$ cat config.mk
export PLATFORM = sky130hd
export DESIGN_NAME = bus_req_arbiter_flat
export DESIGN_NICKNAME = d
export VERILOG_FILES = /design/src/rtl/bus_req_arbiter_if.sv /design/src/rtl/bus_req_arbiter.sv /design/src/flat_wrapper.sv
export SDC_FILE = /design/constraint.sdc
export NUM_CORES = 1
export LEC_CHECK = 0
export ABC_CLOCK_PERIOD_IN_PS = 2400
export BUFFER_PORTS_ARGS = -buffer_cell sky130_fd_sc_hd__clkbuf_2
export CORE_MARGIN = 2
export CORE_UTILIZATION = 45
export CTS_CLUSTER_SIZE = 16
export DETAILED_ROUTE_END_ITERATION = 8
export GPL_TIMING_DRIVEN = 0
export MAX_ROUTING_LAYER = met4
export PLACE_DENSITY = 0.78
export SYNTH_ARGS = -nofsm -noshare
export SYNTH_HDL_FRONTEND = slang
export SYNTH_SLANG_ARGS = --single-unit
$ cat constraint.sdc
create_clock -name clk -period 2.4 [get_ports clk]
set_input_delay 0.48 -clock clk [delete_from_list [all_inputs] [get_ports clk]]
set_output_delay 0.48 -clock clk [all_outputs]
set_load 0.01 [all_outputs]
$ cat src/rtl/bus_req_arbiter_if.sv
// rtl/bus_req_arbiter_if.sv - downstream register-bus request/response bundle
interface bus_req_arbiter_if #(
  parameter int ADDR_WIDTH = 3,
  parameter int DATA_WIDTH = 32
);
  logic                  o_bus_req;
  logic                  o_bus_req_is_wr;
  logic [ADDR_WIDTH-1:0] o_bus_addr;
  logic [DATA_WIDTH-1:0] o_bus_wr_data;
  logic [DATA_WIDTH-1:0] o_bus_wr_biten;
  logic                  bus_ready;
  logic                  bus_err;
  logic [DATA_WIDTH-1:0] bus_rd_data;
  logic                  bus_req_stall_wr;
  logic                  bus_req_stall_rd;

  // Arbiter side: issues requests, consumes responses and stalls
  modport master (
    output o_bus_req, o_bus_req_is_wr, o_bus_addr, o_bus_wr_data, o_bus_wr_biten,
    input  bus_ready, bus_err, bus_rd_data, bus_req_stall_wr, bus_req_stall_rd
  );

  // Register-block side: accepts requests, returns responses and stalls
  modport slave (
    input  o_bus_req, o_bus_req_is_wr, o_bus_addr, o_bus_wr_data, o_bus_wr_biten,
    output bus_ready, bus_err, bus_rd_data, bus_req_stall_wr, bus_req_stall_rd
  );
endinterface

$ cat src/rtl/bus_req_arbiter.sv
// rtl/bus_req_arbiter.sv - round-robin arbiter sharing one register bus between requesters
module bus_req_arbiter #(
  parameter int NUM_REQ        = 2,
  parameter int ADDR_WIDTH     = 3,
  parameter int DATA_WIDTH     = 32,
  parameter int TIMEOUT_CYCLES = 16
) (
  input  logic                           clk,
  input  logic                           rst,
  input  logic [NUM_REQ-1:0]             req_valid,
  input  logic [NUM_REQ-1:0]             req_is_wr,
  input  logic [NUM_REQ*ADDR_WIDTH-1:0]  req_addr,
  input  logic [NUM_REQ*DATA_WIDTH-1:0]  req_wr_data,
  input  logic [NUM_REQ*DATA_WIDTH-1:0]  req_wr_biten,
  output logic [NUM_REQ-1:0]             req_done,
  output logic [DATA_WIDTH-1:0]          req_rd_data,
  output logic                           req_err,
  output logic [$clog2(NUM_REQ)-1:0]     grant_id,
  output logic                           busy,
  bus_req_arbiter_if.master              bus
);

  localparam int ID_W  = $clog2(NUM_REQ);
  localparam int CNT_W = $clog2(TIMEOUT_CYCLES);

  typedef enum logic [1:0] {
    S_IDLE,
    S_ISSUE,
    S_WAIT,
    S_DONE
  } state_t;

  state_t                state_q, state_d;
  logic [ID_W-1:0]       last_q;
  logic [ID_W-1:0]       winner;
  logic                  is_wr_q;
  logic [ADDR_WIDTH-1:0] addr_q;
  logic [DATA_WIDTH-1:0] wr_data_q;
  logic [DATA_WIDTH-1:0] biten_q;
  logic [CNT_W-1:0]      cnt_q;
  logic [DATA_WIDTH-1:0] rd_q;
  logic                  err_q;
  logic                  grant;
  logic                  capture;
  logic                  to_err;
  logic                  cnt_en;
  logic                  stall;
  logic                  tmo;

  assign stall = is_wr_q ? bus.bus_req_stall_wr : bus.bus_req_stall_rd;
  assign tmo   = (cnt_q == CNT_W'(TIMEOUT_CYCLES - 1));

  // Round-robin pick: scanning from the farthest candidate down, the nearest one after last wins
  always_comb begin
    winner = '0;
    for (int k = NUM_REQ; k >= 1; k--) begin
      if (req_valid[ID_W'((int'(last_q) + k) % NUM_REQ)]) begin
        winner = ID_W'((int'(last_q) + k) % NUM_REQ);
      end
    end
  end

  // Next-state and output decode; bus fields are only driven in the single issue cycle
  always_comb begin
    state_d             = state_q;
    grant               = 1'b0;
    capture             = 1'b0;
    to_err              = 1'b0;
    cnt_en              = 1'b0;
    bus.o_bus_req       = 1'b0;
    bus.o_bus_req_is_wr = 1'b0;
    bus.o_bus_addr      = '0;
    bus.o_bus_wr_data   = '0;
    bus.o_bus_wr_biten  = '0;
    req_done            = '0;
    req_rd_data         = '0;
    req_err             = 1'b0;
    busy                = (state_q != S_IDLE);
    case (state_q)
      S_IDLE: begin
        if (|req_valid) begin
          grant   = 1'b1;
          state_d = S_ISSUE;
        end
      end
      S_ISSUE: begin
        cnt_en = 1'b1;
        if (!stall) begin
          bus.o_bus_req       = 1'b1;
          bus.o_bus_req_is_wr = is_wr_q;
          bus.o_bus_addr      = addr_q;
          bus.o_bus_wr_data   = wr_data_q;
          bus.o_bus_wr_biten  = biten_q;
          if (bus.bus_ready) begin
            capture = 1'b1;
            state_d = S_DONE;
          end else if (tmo) begin
            to_err  = 1'b1;
            state_d = S_DONE;
          end else begin
            state_d = S_WAIT;
          end
        end else if (tmo) begin
          to_err  = 1'b1;
          state_d = S_DONE;
        end
      end
      S_WAIT: begin
        cnt_en = 1'b1;
        if (bus.bus_ready) begin
          capture = 1'b1;
          state_d = S_DONE;
        end else if (tmo) begin
          to_err  = 1'b1;
          state_d = S_DONE;
        end
      end
      S_DONE: begin
        req_done[grant_id] = 1'b1;
        req_rd_data        = rd_q;
        req_err            = err_q;
        state_d            = S_IDLE;
      end
      default: state_d = S_IDLE;
    endcase
  end

  // State, grant history, latched request, timeout counter and response registers
  always_ff @(posedge clk) begin
    if (rst) begin
      state_q   <= S_IDLE;
      last_q    <= ID_W'(NUM_REQ - 1);
      grant_id  <= '0;
      is_wr_q   <= 1'b0;
      addr_q    <= '0;
      wr_data_q <= '0;
      biten_q   <= '0;
      cnt_q     <= '0;
      rd_q      <= '0;
      err_q     <= 1'b0;
    end else begin
      state_q <= state_d;
      if (grant) begin
        last_q    <= winner;
        grant_id  <= winner;
        is_wr_q   <= req_is_wr[winner];
        addr_q    <= req_addr[int'(winner)*ADDR_WIDTH +: ADDR_WIDTH];
        wr_data_q <= req_wr_data[int'(winner)*DATA_WIDTH +: DATA_WIDTH];
        biten_q   <= req_wr_biten[int'(winner)*DATA_WIDTH +: DATA_WIDTH];
        cnt_q     <= '0;
      end else if (cnt_en) begin
        cnt_q <= cnt_q + 1'b1;
      end
      if (capture) begin
        rd_q  <= is_wr_q ? '0 : bus.bus_rd_data;
        err_q <= bus.bus_err;
      end else if (to_err) begin
        rd_q  <= '0;
        err_q <= 1'b1;
      end
    end
  end

endmodule

$ cat src/flat_wrapper.sv
// flat-port wrapper written by rule: the top's interface ports become plain ports
module bus_req_arbiter_flat 
#(
  parameter int NUM_REQ        = 2,
  parameter int ADDR_WIDTH     = 3,
  parameter int DATA_WIDTH     = 32,
  parameter int TIMEOUT_CYCLES = 16
)
  (clk, rst, req_valid, req_is_wr, req_addr, req_wr_data, req_wr_biten, req_done, req_rd_data, req_err, grant_id, busy, bus_o_bus_req, bus_o_bus_req_is_wr, bus_o_bus_addr, bus_o_bus_wr_data, bus_o_bus_wr_biten, bus_bus_ready, bus_bus_err, bus_bus_rd_data, bus_bus_req_stall_wr, bus_bus_req_stall_rd);
  bus_req_arbiter_if #(.ADDR_WIDTH(ADDR_WIDTH), .DATA_WIDTH(DATA_WIDTH)) bus_i ();
  input  logic clk;
  input  logic rst;
  input  logic [NUM_REQ-1:0] req_valid;
  input  logic [NUM_REQ-1:0] req_is_wr;
  input  logic [NUM_REQ*ADDR_WIDTH-1:0] req_addr;
  input  logic [NUM_REQ*DATA_WIDTH-1:0] req_wr_data;
  input  logic [NUM_REQ*DATA_WIDTH-1:0] req_wr_biten;
  output logic [NUM_REQ-1:0] req_done;
  output logic [DATA_WIDTH-1:0] req_rd_data;
  output logic req_err;
  output logic [$clog2(NUM_REQ)-1:0] grant_id;
  output logic busy;
  output wire logic [$bits(bus_i.o_bus_req)-1:0] bus_o_bus_req;
  output wire logic [$bits(bus_i.o_bus_req_is_wr)-1:0] bus_o_bus_req_is_wr;
  output wire logic [$bits(bus_i.o_bus_addr)-1:0] bus_o_bus_addr;
  output wire logic [$bits(bus_i.o_bus_wr_data)-1:0] bus_o_bus_wr_data;
  output wire logic [$bits(bus_i.o_bus_wr_biten)-1:0] bus_o_bus_wr_biten;
  input wire logic [$bits(bus_i.bus_ready)-1:0] bus_bus_ready;
  input wire logic [$bits(bus_i.bus_err)-1:0] bus_bus_err;
  input wire logic [$bits(bus_i.bus_rd_data)-1:0] bus_bus_rd_data;
  input wire logic [$bits(bus_i.bus_req_stall_wr)-1:0] bus_bus_req_stall_wr;
  input wire logic [$bits(bus_i.bus_req_stall_rd)-1:0] bus_bus_req_stall_rd;
  assign bus_o_bus_req = bus_i.o_bus_req;
  assign bus_o_bus_req_is_wr = bus_i.o_bus_req_is_wr;
  assign bus_o_bus_addr = bus_i.o_bus_addr;
  assign bus_o_bus_wr_data = bus_i.o_bus_wr_data;
  assign bus_o_bus_wr_biten = bus_i.o_bus_wr_biten;
  assign bus_i.bus_ready = bus_bus_ready;
  assign bus_i.bus_err = bus_bus_err;
  assign bus_i.bus_rd_data = bus_bus_rd_data;
  assign bus_i.bus_req_stall_wr = bus_bus_req_stall_wr;
  assign bus_i.bus_req_stall_rd = bus_bus_req_stall_rd;
  bus_req_arbiter #(.NUM_REQ(NUM_REQ), .ADDR_WIDTH(ADDR_WIDTH), .DATA_WIDTH(DATA_WIDTH), .TIMEOUT_CYCLES(TIMEOUT_CYCLES)) u_core (.clk(clk), .rst(rst), .req_valid(req_valid), .req_is_wr(req_is_wr), .req_addr(req_addr), .req_wr_data(req_wr_data), .req_wr_biten(req_wr_biten), .req_done(req_done), .req_rd_data(req_rd_data), .req_err(req_err), .grant_id(grant_id), .busy(busy), .bus(bus_i));
endmodule
==> metrics.md, run 1 <==
| Metric | Value |
|---|---|
| Status | `finished clean` |
| Final HPWL DP | `11840 um` |
| Die area | `12160 sq um` |
| Achievable Freq | `0.4348 GHz` |
| Grt peak-use layer | `met2` |
| Worst Max-Slew Pin Slew | `0.4498 ns` |
| Layout area overhead | `38.39%` |
| Setup Skew | `0.007239 ns` |
| Top cell type's share of synthesized area | `42.95%` |
| Final setup viols | `0` |
| Ports | `282` |
| Antenna Cells | `0` |
| DIE WIDTH | `approximately 110 um` |
| Clk root buf | `clkbuf_16` |
| Synth cell types | `40` |
| Avg Cell Area, Syn | `9.172 sq um` |
| Register area share after synthesis | `between 40% and 50%` |
| Final period util | `95.83%` |
| Clock Tree Buf Depth | `2` |
| Cell row count | `38` |
| Antenna violations before repair | `0` |
| Data required, critical path | `1.92 ns` |
| Post-synth ARST share | `0%` |
| TritonCTS clock tree | `done` |
| Mapped cell area | `5081 sq um` |
| Area contributors post-synth | `dfxtp_1, mux2i_1, and3_1, o21ai_0, nand2_1` |
| Drt drc | `0` |
| Final Wtd Congestion | `between 0.8 and 0.9` |
| ANT nets after route | `0` |
| Largest family of logic cells by synthesized area | `simple AND/OR/NAND/NOR gates` |
| GR Util All Layers | `approximately a quarter` |
| Synth Area in XOR/XNOR | `0.5171%` |
| Worst setup EP type | `output port` |
| Startpoint Class | `flop` |
| Setup CP Type | `flop to output port` |
| Max VDD drop | `0.6354 mV` |
| H-tree levels | `3` |
| CP max FO | `10` |
| Grt met1 use | `25.96%` |
| Cts bufs inserted | `9` |
| Yosys warning count | `0` |
| Pwr/cell area | `847.9 nW/um^2` |
| Final net count | `~1000` |
| Vias in the first global route | `between 4000 and 5000` |
| Met3 Use GR | `5.879%` |
| DR vias/cell | `roughly 5.1` |
| Average routed wire per standard cell | `approximately 15 um` |
| Final Critical Period | `2.300 ns` |
| First-pass GRT wire length | `21870 um` |
| Critical Path AT | `1.82 ns` |
| Slew HR | `between 70% and 80%` |
| Post-Synthesis Cells | `554` |
| Final Max Slew Viols | `0` |
| GRT Residual Overflow | `0` |
| DRT Wirelength | `15000 um` |
| Initial DRC count | `178` |
| Adder-cell share of the synthesized area | `1.477%` |
| Share of post-route cells with drive strength above 1 | `42.64%` |
| Synth Area in Compound Gates | `15.12%` |
| Die height | `110.3 um` |
| Leak | `3.991 nW` |
| Drt pass-1 iters | `4` |
| Starting Density | `a little under half` |
| Hold Path Class | `primary input to flop` |
| Max-cap violation count | `0` |
| Largest net degree at the start of global routing | `18` |
| Largest area contributor in the netlist | `dfxtp_1` |
| Mux cell area share after synthesis | `14.31%` |
| Synth Register Bits | `109` |
| Core box area | `about 11000 sq um` |
| Setup TNS | `0 ns` |
| FILL cells | `920` |
| Simple-gate share of the synthesized area | `20.39%` |
| Final hold viol count | `0` |
| Synth Flop Type | `dfxtp_1` |
| Worst-Skew Late Latency | `between 0.3 and 0.4 ns` |
| Net Count, Synth | `between 700 and 800` |
| Reg clk slew, reported paths | `0.07 ns` |
| Vias | `5052` |
| Met2 GRT Util | `42.99%` |
| Total power | `around 0.0060 W` |
| EDFF count, synth | `0` |
| Clk sinks | `about 110` |
| PortBufs | `between 200 and 300` |
-- metal layers --
layer / up-vias / share of wire, %
met3: 24 / 7.6
met4: 0 / 2.2
met1: 2295 / 40
li1: 2522 / -
met5: - / 0
met2: 211 / 50
-- logic make-up after synthesis --
group,Yosys count
fa+ha+maj,6
compound gates,115
xor+xnor,3
flops,109
buf+inv,54
simple gates,195
mux,72
-- cell usage after synthesis, types with 6 or more instances --
library cell / count
ha_1: 6
o21ai_0: 69
mux2i_1: 69
a22o_2: 21
and3_1: 69
clkbuf_1: 33
nand2_1: 69
a22o_1: 11
buf_2: 8
buf_6: 6
dfxtp_1: 109
nor2_1: 9
and2_1: 35
-- what timing repair did --
item                                    in CTS  in global routing
hold buffers                                 0                  0
hold endpoints to repair                     0                  0
resized for setup                           18                 12
endpoints found under the setup margin      69                 79
setup buffers                                1                  0
pin swaps                                    0                  0
-- final cells by class --
cell class                 count  area [sq um]  area share (%)
buffer                        48         271.5           3.861
clock buffer                  10         239.0           3.399
clock inverter                 6         86.33           1.228
inverter                       4         15.01          0.2135
multi-input combinational    391          2641           37.56
sequential                   109          2187           31.10
tap                          140         175.2           2.491
timing repair buffer         281          1416           20.14
-- flip-flops by register name, summed over array words and instances, names as in the netlist, 2 cells and up --
name              count
u_core.addr_q         3
u_core.biten_q       32
u_core.cnt_q          4
u_core.rd_q          32
u_core.state_q        2
u_core.wr_data_q     32
-- cells in the final DEF, fill, tap and decap left out, types with 2 or more instances in the layout --
master / count
clkbuf_2: 294
dfxtp_1: 107
and3_1: 69
mux2i_1: 69
nand2_1: 69
o21ai_0: 69
and2_1: 35
a22o_2: 21
clkbuf_1: 15
a22o_1: 11
nor2_1: 9
clkbuf_16: 9
buf_2: 8
buf_6: 6
ha_1: 6
inv_1: 4
nor2b_1: 3
buf_4: 3
a21oi_1: 3
clkbuf_4: 2
nand2b_1: 2
mux2_2: 2
a211oi_1: 2
xor2_1: 2
nor3_1: 2
bufinv_16: 2
clkinv_2: 2
-- metrics by stage --
stage	cells	setup WS [ns]	utilization, %	hold slack [ns]	instance area (sq um)
finish	989	0.1001	64.30	0.3510	7032
global route	989	-0.002492	64.30	0.3358	7032
CTS	990	0.003961	64.19	0.3333	7019
detailed placement	974	-0.2939	60.88	0.4335	6658
global placement	974	-0.2544	60.88	0.4263	6658
floorplan	554	0.3870	-	0.4168	5081
-- path summary, 6_finish.rpt --
| check | start | endpoint | slack [ns] | depth (start not counted) |
|---|---|---|---|---|
| setup / recovery | u_core.is_wr_q$_SDFFE_PP0P_ | bus_o_bus_wr_biten[15] | 0.10 | 5 |
| hold / removal | bus_bus_rd_data[30] | u_core.rd_q[30]$_SDFFE_PP0P_ | 0.35 | 2 |
| setup reg to reg | u_core.state_q[0]$_SDFFE_PP0P_ | u_core.biten_q[6]$_SDFFE_PP0P_ | 0.23 | 9 |
| hold reg to reg | u_core.biten_q[23]$_SDFFE_PP0P_ | u_core.biten_q[23]$_SDFFE_PP0P_ | 0.45 | 2 |
-- critical path: stages, from the launching register on --
cell and delay (ns):
dfxtp_4 0.40, mux2i_4 0.29, buf_4 0.22, clkbuf_2 0.21, and3_1 0.21, clkbuf_2 0.14
-- where the power goes --
part           internal (W)  total, W  switching (W)
Clock              0.000941   0.00160       0.000660
Combinational      0.000796   0.00193        0.00113
Sequential          0.00222   0.00243       0.000211
Note: power is estimated with default switching activity, not from simulation.
==> run 2: changes to the inputs <==
Settings changed: PLACE_DENSITY 0.78 to 0.85.
==> run 2 against run 1 <==
Worst setup slack got worse by 0.038 ns. First-iteration DRC count fell by 10%. Design area fell by 0.32%. Clock power fell by 7%. Via count fell by 0.79%. Sequential power barely moved. Highest routed layer unchanged. Cell count rose by 0.10%. Clock skew fell by 0.00090 ns. Die area did not move.
==> metrics.md, run 2 (synthesized netlist as in run 1, its figures left out) <==
| Metric | Value |
|---|---|
| GR Util All Layers | `between 20% and 30%` |
| Reg2reg path depth | `8` |
| Final Max Slew Viols | `0` |
| Cell row count | `38` |
| CTS hold repair buffers | `0` |
| Final hold viol count | `0` |
| First-pass GRT wire length | `21620 um` |
| Achievable Freq | `~0.43 GHz` |
| Reg-to-Reg Start | `u_core.state_q[0]$_SDFFE_PP0P_` |
| Die height | `110.3 um` |
| Vias in the first global route | `4670` |
| Leak | `about 4.0 nW` |
| Layout area overhead | `37.95%` |
| Status | `finished clean` |
| Hold Path Class | `primary input to flop` |
| Clk root buf | `clkbuf_16` |
| Hold depth | `2` |
| Vias | `5012` |
| DRT Wirelength | `14720 um` |
| GRT Residual Overflow | `0` |
| Share of post-route cells with drive strength above 1 | `43.06%` |
| Worst-Skew Late Latency | `between 0.3 and 0.4 ns` |
| RR Endpoint | `u_core.rd_q[12]$_SDFFE_PP0P_` |
| Startpoint Class | `flop` |
| Final Critical Period | `between 2 and 2.5 ns` |
| Worst path bufs/invs | `3` |
| WHS Endpoint | `u_core.rd_q[1]$_SDFFE_PP0P_` |
| Clock Tree Buf Depth | `2` |
| Setup TNS | `0 ns` |
| PortBufs | `280` |
| Placed insts | `974` |
| Crit-path max cell delay | `0.42 ns` |
| Largest net degree at the start of global routing | `18` |
| Reg-to-reg slack, setup | `0.24 ns` |
| Critical Path AT | `1.86 ns` |
| Non-Filler Instances | `990` |
| Pwr/cell area | `832.4 nW/um^2` |
| Final period util | `97.42%` |
| Final Wtd Congestion | `0.8091` |
| Final HPWL DP | `11440 um` |
| Commonest non-fill, non-tap cell in the layout | `clkbuf_2` |
| Worst Max-Slew Pin Slew | `0.4262 ns` |
| Most frequent cells in the layout | `clkbuf_2, dfxtp_1` |
| DR vias/cell | `5.063` |
| Slew HR | `roughly 70%` |
| Core box area | `10940 sq um` |
| CP max FO | `10` |
| Data required, critical path | `around 1.9 ns` |
| Initial DRC count | `160` |
| Drt pass-1 iters | `4` |
| RSZ-0062 raised after global routing | `no` |
| Worst setup EP type | `output port` |
| Die area | `12160 sq um` |
| Setup Skew | `~0.0063 ns` |
| Critical path cell sequence | `mux2i_4 > buf_4 > clkbuf_2 > and3_1 > clkbuf_2` |
| TritonCTS clock tree | `done` |
| Starting Density | `roughly 46%` |
| Reg clk slew, reported paths | `~0.07 ns` |
| H-tree levels | `3` |
| DIE WIDTH | `110.3 um` |
| ANT nets after route | `0` |
| Antenna Cells | `0` |
| Delay-heaviest family, CP | `buffers and inverters` |
| Setup CP Type | `flop to output port` |
| Cts bufs inserted | `9` |
| Drt drc | `0` |
| Ports | `282` |
| Most used cell, CP | `clkbuf_2` |
| Max-cap violation count | `0` |
| Clk sinks | `109` |
| Slowest CP cell | `dfxtp_2` |
| Average routed wire per standard cell | `14.87 um` |
| Min-delay src | `bus_bus_rd_data[1]` |
| Final net count | `1027` |
| Final setup viols | `0` |
| Antenna violations before repair | `0` |
| Top Registers | `u_core.biten_q: 32 flops, u_core.rd_q: 32 flops, u_core.wr_data_q: 32 flops` |
| Max VDD drop | `0.4770 mV` |
[run 2: cell type report]
type / instances / area (sq um)
flip-flops and latches: 109 / 2185
clock buffers: 10 / 239.0
multi-input cells: 391 / 2645
clock inverters: 6 / 62.56
inverters: 4 / 15.01
well taps: 140 / 175.2
fillers: 971 / 3926
repair buffers: 281 / 1409
plain buffers: 49 / 279.0
[run 2: metrics by stage]
step / area, sq um / worst slack, ns / hold WS (ns) / util, % / total power [W]
6_report: 7009 / 0.06193 / 0.3499 / 64.10 / 0.005834
5_1_grt: 7009 / 0.003144 / 0.3484 / 64.10 / 0.006209
4_1_cts: 6994 / 0.0004003 / 0.3369 / 63.96 / 0.005849
3_5_place_dp: 6658 / -0.3592 / 0.4333 / 60.88 / 0.004318
3_3_place_gp: 6658 / -0.3603 / 0.4241 / 60.88 / 0.004263
2_1_floorplan: 5081 / 0.3870 / 0.4168 / - / 0.003653
[run 2: how the worst max path moves through the flow]
stage / slack (ns) / from / endpoint / cells after the start
after floorplan: 0.39 / u_core.is_wr_q$_SDFFE_PP0P_ / bus_o_bus_wr_biten[12] / 4
after global placement: -0.36 / bus_bus_req_stall_wr / bus_o_bus_wr_biten[15] / 6
after detailed placement: -0.36 / bus_bus_req_stall_wr / bus_o_bus_wr_biten[22] / 6
after CTS: 0.0004 / u_core.is_wr_q$_SDFFE_PP0P_ / bus_o_bus_wr_biten[22] / 5
after global routing: 0.003 / u_core.is_wr_q$_SDFFE_PP0P_ / bus_o_bus_wr_data[13] / 5
final: 0.06 / u_core.is_wr_q$_SDFFE_PP0P_ / bus_o_bus_wr_data[13] / 5
[run 2: what timing repair did]
item | CTS | global route
gates resized for setup | 14 | 23
setup endpoints to repair | 69 | 77
setup buffers | 1 | 0
[run 2: power breakdown]
| part | switching (W) | internal (W) |
|---|---|---|
| clock network | 0.000656 | 0.000834 |
| logic | 0.00111 | 0.000799 |
| registers | 0.000210 | 0.00222 |
[run 2: per-layer routing]
layer	vias up	track usage (%)	part of all wire [%]
li1	2519	-	-
met1	2286	26.76	41
met2	189	41.28	50
met3	18	4.997	7.4
met4	0	9.196	1.7
met5	-	-	0
[run 2: worst reg2reg max path, stage by stage (launching register included)]
cell      delay, ns
dfxtp_1        0.42
inv_1          0.13
ha_1           0.29
clkbuf_1       0.28
and3_1         0.27
a21oi_2        0.10
nor3_4         0.25
buf_6          0.19
a22o_2         0.17
